`src/rtl/trigger_array_pkg.sv`:
```
// Shared types for the trigger family: FSM states, coarse modes and HLS actor return codes.
// Return codes are 32-bit; consuming modules resize them to their RET_W.
package TriggerTypes;

    typedef enum logic [3:0] {
        IDLE_STATE  = 4'd0,
        LAUNCH      = 4'd1,
        CHECK       = 4'd2,
        SLEEP       = 4'd3,
        SYNC_LAUNCH = 4'd4,
        SYNC_CHECK  = 4'd5,
        SYNC_WAIT   = 4'd6,
        SYNC_EXEC   = 4'd7
    } state_t;

    typedef enum logic [1:0] {
        MODE_IDLE  = 2'd0,
        MODE_RUN   = 2'd1,
        MODE_SLEEP = 2'd2,
        MODE_SYNC  = 2'd3
    } mode_t;

    localparam logic [31:0] RET_IDLE    = 32'd0;
    localparam logic [31:0] EXECUTED    = 32'd1;
    localparam logic [31:0] TEST_FAILED = 32'd2;
    localparam logic [31:0] WAIT_INPUT  = 32'd3;
    localparam logic [31:0] WAIT_OUTPUT = 32'd4;

    function automatic mode_t state_mode(input state_t s);
        mode_t m;
        case (s)
            LAUNCH, CHECK:                               m = MODE_RUN;
            SLEEP:                                       m = MODE_SLEEP;
            SYNC_LAUNCH, SYNC_CHECK, SYNC_WAIT, SYNC_EXEC: m = MODE_SYNC;
            default:                                     m = MODE_IDLE;
        endcase
        return m;
    endfunction

endpackage

```
`src/rtl/trigger_array_fsm.sv`:
```
// One actor scheduling FSM with its bounded retry counter. All outputs are
// registered, decoded from the next state so they track the state register exactly.
module trigger_fsm
    import TriggerTypes::*;
#(
    parameter int RET_W       = 32,
    parameter int RETRY_LIMIT = 0,
    parameter int CNT_W       = 8
) (
    input  logic             clk,
    input  logic             rst_n,
    input  logic             ap_start,
    input  logic             ap_idle,
    input  logic             all_sleep,
    input  logic             all_sync,
    input  logic             all_sync_wait,
    input  logic             external_enqueue,
    input  logic [RET_W-1:0] actor_return,
    input  logic             actor_done,
    output logic             actor_start,
    output logic             sleep,
    output logic             sync_wait,
    output logic             sync_exec,
    output logic             idle
);

    localparam logic [RET_W-1:0] EXEC_C  = RET_W'(EXECUTED);
    localparam logic [CNT_W-1:0] LIMIT_C = CNT_W'(RETRY_LIMIT);

    state_t             state_r;
    state_t             state_s;
    logic [CNT_W-1:0]   retry_r;
    logic [CNT_W-1:0]   retry_s;
    logic               is_exec_s;

    assign is_exec_s = (actor_return == EXEC_C);

    // Next-state and retry-counter logic
    always_comb begin
        state_s = state_r;
        retry_s = retry_r;
        case (state_r)
            IDLE_STATE: begin
                if (ap_start && ap_idle) state_s = LAUNCH;
                else                     state_s = IDLE_STATE;
            end
            LAUNCH, CHECK: begin
                if (!actor_done) begin
                    state_s = CHECK;
                end else if (is_exec_s || external_enqueue) begin
                    state_s = LAUNCH;
                    retry_s = {CNT_W{1'b0}};
                end else if (retry_r != LIMIT_C) begin
                    // retry_r never exceeds LIMIT_C, so != is the "below limit" test
                    state_s = LAUNCH;
                    retry_s = retry_r + CNT_W'(1);
                end else begin
                    state_s = SLEEP;
                    retry_s = {CNT_W{1'b0}};
                end
            end
            SLEEP: begin
                if (all_sleep)             state_s = SYNC_LAUNCH;
                else if (external_enqueue) state_s = LAUNCH;
                else                       state_s = SLEEP;
            end
            SYNC_LAUNCH, SYNC_CHECK: begin
                if (!actor_done)    state_s = SYNC_CHECK;
                else if (is_exec_s) state_s = SYNC_EXEC;
                else                state_s = SYNC_WAIT;
            end
            SYNC_WAIT: begin
                if (all_sync && all_sync_wait) state_s = IDLE_STATE;
                else if (all_sync)             state_s = LAUNCH;
                else                           state_s = SYNC_WAIT;
            end
            SYNC_EXEC: begin
                if (all_sync) state_s = LAUNCH;
                else          state_s = SYNC_EXEC;
            end
            default: begin
                state_s = IDLE_STATE;
                retry_s = {CNT_W{1'b0}};
            end
        endcase
    end

    // State, retry counter and decoded status flags
    always_ff @(posedge clk or negedge rst_n) begin
        if (!rst_n) begin
            state_r     <= IDLE_STATE;
            retry_r     <= {CNT_W{1'b0}};
            actor_start <= 1'b0;
            sleep       <= 1'b0;
            sync_wait   <= 1'b0;
            sync_exec   <= 1'b0;
            idle        <= 1'b1;
        end else begin
            state_r     <= state_s;
            retry_r     <= retry_s;
            actor_start <= (state_s == LAUNCH) || (state_s == SYNC_LAUNCH);
            sleep       <= (state_mode(state_s) == MODE_SLEEP);
            sync_wait   <= (state_s == SYNC_WAIT);
            sync_exec   <= (state_s == SYNC_EXEC);
            idle        <= (state_mode(state_s) == MODE_IDLE);
        end
    end

endmodule

```
`src/rtl/trigger_array.sv`:
```
// Schedules NUM_ACTORS HLS actors from one ap_start/ap_done handshake with shared sleep/sync votes.
// Optional profiling counters (fire_count, sync_rounds) are built when TRIGGER_ARRAY_PROFILE_EN is defined.
module trigger_array
    import TriggerTypes::*;
#(
    parameter int NUM_ACTORS  = 4,
    parameter int RET_W       = 32,
    parameter int RETRY_LIMIT = 0,
    parameter int CNT_W       = 8
) (
    input  logic                        ap_clk,
    input  logic                        ap_rst_n,
    input  logic                        ap_start,
    output logic                        ap_done,
    output logic                        ap_ready,
    output logic                        ap_idle,
    input  logic [NUM_ACTORS-1:0]       external_enqueue,
    input  logic [NUM_ACTORS*RET_W-1:0] actor_return,
    input  logic [NUM_ACTORS-1:0]       actor_done,
    input  logic [NUM_ACTORS-1:0]       actor_ready,
    input  logic [NUM_ACTORS-1:0]       actor_idle,
    output logic [NUM_ACTORS-1:0]       actor_start,
    output logic [NUM_ACTORS-1:0]       sleep_vec,
    output logic [NUM_ACTORS-1:0]       sync_vec
`ifdef TRIGGER_ARRAY_PROFILE_EN
    ,
    output logic [NUM_ACTORS*32-1:0]    fire_count,
    output logic [15:0]                 sync_rounds
`endif
);

    logic [NUM_ACTORS-1:0] wait_vec_s;
    logic [NUM_ACTORS-1:0] exec_vec_s;
    logic [NUM_ACTORS-1:0] idle_vec_s;
    logic                  all_sleep_s;
    logic                  all_sync_s;
    logic                  all_sync_wait_s;
    logic                  unused_inputs_s;

    assign unused_inputs_s = ^{actor_ready, actor_idle};

    assign all_sleep_s     = &sleep_vec;
    assign all_sync_s      = &(wait_vec_s | exec_vec_s);
    assign all_sync_wait_s = &wait_vec_s;
    assign sync_vec        = wait_vec_s | exec_vec_s;
    assign ap_idle         = &idle_vec_s;
    // Every actor sits in SYNC_WAIT for exactly one cycle before the joint return to idle
    assign ap_done         = all_sync_wait_s;
    assign ap_ready        = all_sync_wait_s;

    for (genvar i = 0; i < NUM_ACTORS; i++) begin : g_actor
        trigger_fsm #(
            .RET_W       (RET_W),
            .RETRY_LIMIT (RETRY_LIMIT),
            .CNT_W       (CNT_W)
        ) u_fsm (
            .clk              (ap_clk),
            .rst_n            (ap_rst_n),
            .ap_start         (ap_start),
            .ap_idle          (ap_idle),
            .all_sleep        (all_sleep_s),
            .all_sync         (all_sync_s),
            .all_sync_wait    (all_sync_wait_s),
            .external_enqueue (external_enqueue[i]),
            .actor_return     (actor_return[i*RET_W +: RET_W]),
            .actor_done       (actor_done[i]),
            .actor_start      (actor_start[i]),
            .sleep            (sleep_vec[i]),
            .sync_wait        (wait_vec_s[i]),
            .sync_exec        (exec_vec_s[i]),
            .idle             (idle_vec_s[i])
        );
    end

`ifdef TRIGGER_ARRAY_PROFILE_EN
    localparam logic [RET_W-1:0] EXEC_C = RET_W'(EXECUTED);

    logic        start_accept_s;
    logic [31:0] fire_cnt_r [NUM_ACTORS];

    assign start_accept_s = ap_start && ap_idle;

    for (genvar i = 0; i < NUM_ACTORS; i++) begin : g_prof
        // Saturating per-actor count of EXECUTED completions in the current run
        always_ff @(posedge ap_clk or negedge ap_rst_n) begin
            if (!ap_rst_n) begin
                fire_cnt_r[i] <= 32'd0;
            end else if (start_accept_s) begin
                fire_cnt_r[i] <= 32'd0;
            end else if (actor_done[i] && (actor_return[i*RET_W +: RET_W] == EXEC_C)
                         && (fire_cnt_r[i] != 32'hFFFF_FFFF)) begin
                fire_cnt_r[i] <= fire_cnt_r[i] + 32'd1;
            end else begin
                fire_cnt_r[i] <= fire_cnt_r[i];
            end
        end
        assign fire_count[i*32 +: 32] = fire_cnt_r[i];
    end

    // all_sleep is the single cycle in which every actor enters SYNC_LAUNCH
    always_ff @(posedge ap_clk or negedge ap_rst_n) begin
        if (!ap_rst_n) begin
            sync_rounds <= 16'd0;
        end else if (start_accept_s) begin
            sync_rounds <= 16'd0;
        end else if (all_sleep_s && (sync_rounds != 16'hFFFF)) begin
            sync_rounds <= sync_rounds + 16'd1;
        end else begin
            sync_rounds <= sync_rounds;
        end
    end
`endif

endmodule

```
`config.mk`:
```
export PLATFORM = sky130hd
export DESIGN_NAME = trigger_array
export DESIGN_NICKNAME = d
export VERILOG_FILES = /design/src/rtl/trigger_array_pkg.sv /design/src/rtl/trigger_array_fsm.sv /design/src/rtl/trigger_array.sv
export SDC_FILE = /design/constraint.sdc
export NUM_CORES = 1
export LEC_CHECK = 0
export CELL_PAD_IN_SITES_DETAIL_PLACEMENT = 0
export CELL_PAD_IN_SITES_GLOBAL_PLACEMENT = 1
export CORE_AREA = 2 2 115 117
export DETAILED_ROUTE_END_ITERATION = 8
export DIE_AREA = 0 0 117 119
export GPL_ROUTABILITY_DRIVEN = 0
export PLACE_DENSITY = 0.9
export RECOVER_POWER = 25
export SLEW_MARGIN = 25
export SYNTH_ARGS = -nofsm -noshare
export SYNTH_HDL_FRONTEND = slang
export SYNTH_SLANG_ARGS = --single-unit
```
`constraint.sdc`:
```
create_clock -name ap_clk -period 2.3 [get_ports ap_clk]
set_input_delay 0.46 -clock ap_clk [delete_from_list [all_inputs] [get_ports ap_clk]]
set_output_delay 0.46 -clock ap_clk [all_outputs]
set_load 0.02 [all_outputs]
```
======== Word level (Yosys, flattened, before mapping) ========
Index checks and enable logic that the tools add are counted.
cells by class
  add/sub/neg operators ................... 4
  $mul .................................... 0
  div/mod/pow operators ................... 0
  $lt $le $gt $ge ......................... 0
  eq/ne operators ......................... 68
  shift operators ......................... 0
  muxes and demuxes ....................... 56
  bitwise operators ....................... 5
  reductions and logical operators ........ 50
operators by type and width
  kind                                                   count
  equality test 32 x 1 -> 1 bit (second input constant)  4
  equality test 4 x 3 -> 1 bit (second input constant)   32
  two-way mux 8 bit                                      12
  one-hot mux 4 bit (6 select lines)                     4
  two-way mux 4 bit                                      17
  equality test 4 x 2 -> 1 bit (second input constant)   16
  one-hot mux 8 bit (2 select lines)                     4
  adder 8 x 1 -> 8 bit (second input constant)           4
  equality test 4 x 1 -> 1 bit (second input constant)   8
  nonzero test 8 bit                                     4
  one-hot mux 2 bit (3 select lines)                     4
  OR reduction 2 bit                                     12
  OR reduction 6 bit                                     4
  logical NOT 4 bit                                      4
  two-way mux 2 bit                                      8
  AND reduction 4 bit                                    4
  OR reduction 4 bit                                     4
  equality test 2 bit (second input constant)            4
  logical NOT 2 bit                                      4
  logical OR 1 bit                                       8
  != test 2 bit (second input constant)                  4
  AND reduction 2 bit                                    4
  two-way mux 3 bit                                      2
  two-way mux 1 bit                                      5
  3 further kinds                                        7
word-level totals
  register bits ........................... 68
  latch bits .............................. 0
  RAM bits ................................ 0
  memory bits (read-only) ................. 0
  output and inout port bits .............. 15
  memories ................................ 0

======== Logic depth before layout (Yosys ltp) ========
  depth after elaboration ................. 9
  gate-level depth with buffers ........... 7
  depth with buffers taken out ............ 6

======== Cells and area by module ========
A second synthesis with hierarchy kept.
second synthesis, totals
  cell total of the unflattened synthesis .. 421
  area, all modules ....................... 3907.5 um^2
by module, submodules not included
  module         times used  cells each  area each (um^2)  seq. area each (um^2)
  trigger_fsm    4           103         959.7             401.6
  trigger_array  1           9           68.8              0.0

======== Worst setup path after synthesis ========
Ideal clock, no wire load.
  path kind ............................... input port to flip-flop
  start point ............................. input actor_return[120]
  end point ............................... register g_actor[3].u_fsm.actor_start
  library setup time ...................... 96 ps
  arrival ................................. 1736 ps
  data required time ...................... 2204 ps
  slack ................................... 467 ps
  cell stages on the path ................. 5
  path buffers ............................ 0
  path through ............................ nor4_2 nand4_1 o2111a_1 or4b_4 o32ai_2
between the ends
  longest elaborated chain between the ends .. 7
  elaborated cells between the ends (all ways) .. 10
RTL lines
  item                                                                                 RTL line                  source
  from (decl)                                                                          trigger_array.sv:18       input logic [NUM_ACTORS*RET_W-1:0] actor_return,
  equality test 32 x 1 -> 1 bit (*)                                                    trigger_array_fsm.sv:36   assign is_exec_s = (actor_return == EXEC_C);
  logical OR 1 bit                                                                     trigger_array_fsm.sv:50   end else if (is_exec_s || external_enqueue) begin
  two-way mux 4 bit                                                                    trigger_array_fsm.sv:50
  two-way mux 4 bit                                                                    trigger_array_fsm.sv:48   if (!actor_done) begin
  one-hot mux 4 bit (6 select lines) (*)                                               trigger_array_fsm.sv:42   case (state_r)
  equality test 4 x 1 -> 1 bit / equality test 4 x 3 -> 1 bit (equally long branches)  trigger_array_fsm.sv:101  actor_start <= (state_s == LAUNCH) || (state_s == SYNC_LAUNCH);
  logical OR 1 bit (*)                                                                 trigger_array_fsm.sv:101
  to (signal assigned)                                                                 trigger_array_fsm.sv:101
  to (decl)                                                                            trigger_array_fsm.sv:20   output logic actor_start,
Mark *: on every way between the ends. The rest lies on a longest branch, timed or not.
A chain may end at the register's enable or synchronous reset.

======== Worst setup path after layout ========
  start point ............................. register g_actor[1].u_fsm.idle
  end point ............................... output ap_idle
between the ends
  longest elaborated chain between the ends .. 1
RTL lines
  item                    RTL line                  source
  from (decl)             trigger_array_fsm.sv:24   output logic idle
  from (signal assigned)  trigger_array_fsm.sv:105  idle <= (state_mode(state_s) == MODE_IDLE);
  AND reduction 4 bit     trigger_array.sv:46       assign ap_idle = &idle_vec_s;
  to (decl)               trigger_array.sv:16       output logic ap_idle,
No other way between the ends.

==> metrics.txt <==
cts repair resizes=0; Leak Pwr=between 2 and 2.5 nW; WP data required=approximately 1800 ps; H-Tree Depth=3; initial core utilization=a little under a third; first-pass GRT wire length=approximately 18 mm; # nets final=approximately 730; Total Wirelength=~11 mm; die area=13920 µm²; Clock Latency Late Sink=330 ps; vias per cell=approximately 5.2; WHS=about 520 ps; final setup violating endpoints=0; peak supply drop=403.3 µV; leading area contributor after synthesis=dfrtp_1; CP max stage delay=approximately 640 ps; Longest Clk Path Bufs=2; post-synthesis sequential area ratio=between 40% and 50%; Data arrival, critical path=roughly 1700 ps; detailed placement HPWL=8.919 mm; worst-path fanout max=2; DRT iter0 DRCs=about 200; synth top area cells=dfrtp_1, nor4_1, a22o_1, inv_1, and3_1; post-synthesis async set-or-reset flop share=100.0%; n_diodes=0; clock-pin slew on the worst setup and hold paths=around 50 ps; layout cells sized above 1=between 10 and 15%; total gr overflow=0; I/O pins=around 160; via count=3885; period utilisation layout=a little over nine tenths; routed len/inst=around 15 µm; Worst Max-Slew Pin Slew=roughly 1600 ps; Post-Syn Area=approximately 4000 µm²; Setup Crit Path Kind=flip-flop to primary output; area of the multi-input gates=roughly 2100 µm²; EDFF count, synth=0; M3 GR Usage=between 4 and 5%; Final min period=approximately 2200 ps; RSZ-0062 raised after global routing=false; Root Driver=clkbuf_16; Hold Crit Class=flip-flop to flip-flop; post-route cell area=5976 µm²; status=finished, violations left; Critical-path top delay cell=clkdlybuf4s50_1; vias in the first global route=4017; CP endpoint kind=primary output; WP buf/inv=1; Detail Route Antenna Nets=0; met2 Use GR=~29%; Top FF cell, synth=dfrtp_1; Max Fclk=approximately 460 MHz; most frequent cells in the layout=clkdlybuf4s50_1, dfrtp_1, inv_1, nor4_1, nor2_1; synth warn=0; area grow syn2layout=51.23%; pwr dens=800.3 nW/µm²; GRT busiest layer=met2; Yosys cell types=54; Yosys reg bits=64; largest net degree at the start of global routing=30; clk_skew=8.018 ps; Post-CTS Setup Bufs=0; die height=119 µm; CP top delay family=buffers and inverters; Hold Fails Final Rpt=0; CTS Hold Bufs=0; max-cap violations=1; # rows=42; TritonCTS clock tree=done; core area=12870 µm²; clock sinks=64; Avg Inst Size Synth=9.453 µm²; commonest non-fill, non-tap cell in the layout=clkdlybuf4s50_1; crit-path cells=and4_1 > clkdlybuf4s50_1; Filler Cell Count=around 1200; Area after DPL=~5700 µm²; Die Width=roughly 120 µm; relative slew slack=-6.167%; DRC violations left=0; count of buffers from port buffering=around 150; register area=around 1600 µm²; Pre-antenna DRT Iters=4; met1 Track Usage GR=18.90%; Fin Setup TNS=0 ps; Max Slew Vio Count=29; Synth top area share=38.00%; GRT Overall Usage=~16%; initial antenna violation count=0; violated checks=capacitance limit, slew limit; Post-Synthesis Cells=418; Syn Nets=approximately 570; crit start category=flip-flop; CTS Buf Count=9
==> path summary, 6_finish.rpt <==
check | start | to | slack [ps] | cells after the start
setup / recovery | g_actor[1].u_fsm.idle | ap_idle | 140 | 2
hold / removal | g_actor[3].u_fsm.retry_r[3] | g_actor[3].u_fsm.retry_r[3] | 520 | 1
setup reg to reg | g_actor[1].u_fsm.state_r[1] | g_actor[1].u_fsm.retry_r[5] | 420 | 5
hold reg to reg | g_actor[3].u_fsm.retry_r[3] | g_actor[3].u_fsm.retry_r[3] | 520 | 1
max in group asynchronous | ap_rst_n | g_actor[3].u_fsm.retry_r[5] | 820 | 2
min in group asynchronous | ap_rst_n | g_actor[0].u_fsm.sync_exec | 530 | 1
==> through the flow <==
stage	utilization [%]	instances	setup WS (ps)	power (mW)
after detailed placement	43.97	736	-86.06	3.348
after floorplan	-	418	467.4	2.804
after global routing	46.41	752	78.36	5.086
final	46.41	752	137.2	4.782
after global placement	43.97	736	-85.62	3.288
after CTS	46.42	752	106.1	4.814
==> Yosys cell counts (2+ instances only) <==
master      n
nand4_1    10
nor4b_1     3
nor3_2      2
a311oi_2    4
ha_1        8
nand2_1    18
clkbuf_1    5
nand3_1    15
o211a_1     3
o211ai_1    4
nand2b_1   15
and2_1      3
nor2b_1    12
dfrtp_1    60
and3_1     19
o2111a_1    2
and4_1      3
mux2_2      2
nor4_1     28
buf_2       5
o32ai_1     7
nand3b_1    4
a31oi_1     5
a221oi_1    3
a32oi_1     4
or2_2       5
a31o_2      3
a21oi_1    14
nor2_1     21
o31ai_1    10
o21bai_2    2
o21a_1      2
dfstp_2     4
nor3_1     11
o22a_1      2
xnor2_1     6
inv_1      32
o21ai_0    11
buf_4      12
o2111ai_1   4
nor4_2      4
a22o_1     19
==> metal layers <==
layer | wire length [µm] | share of wire (%)
met5 | 0 | 0
met4 | 172 | 1.5
met3 | 743 | 6.7
met2 | 5614 | 50
met1 | 4588 | 41
==> layout make-up <==
type                       instances  share of cell area, %
sequential                        64                  26.88
inverter                          32                  2.010
clock buffer                      13                  4.188
timing repair buffer             165                  27.24
tap                              176                  3.685
multi-input combinational        299                  34.90
clock inverter                     3                  1.089
==> power breakdown <==
| part | internal [mW] | total [mW] | switching, mW |
|---|---|---|---|
| clock | 0.977 | 1.45 | 0.473 |
| combinational | 0.886 | 1.76 | 0.874 |
| sequential | 1.35 | 1.57 | 0.218 |
==> registers in the layout (all words and copies together) (netlist names) <==
register                   flops
g_actor.u_fsm.idle             4
g_actor.u_fsm.sleep            4
g_actor.u_fsm.retry_r         32
g_actor.u_fsm.sync_exec        4
g_actor.u_fsm.actor_start      4
g_actor.u_fsm.sync_wait        4
g_actor.u_fsm.state_r         12
==> kinds of logic after synthesis <==
logic type / synth area share [%]
xor gates and xnor gates: 1.330
and+or+nand+nor: 27.33
muxes: 0.8233
adders and majority gates: 2.533
buffers and inverters: 6.555
AOI/OAI and AO/OA: 20.77
DFF: 40.66
(Power assumes the default switching activity.)
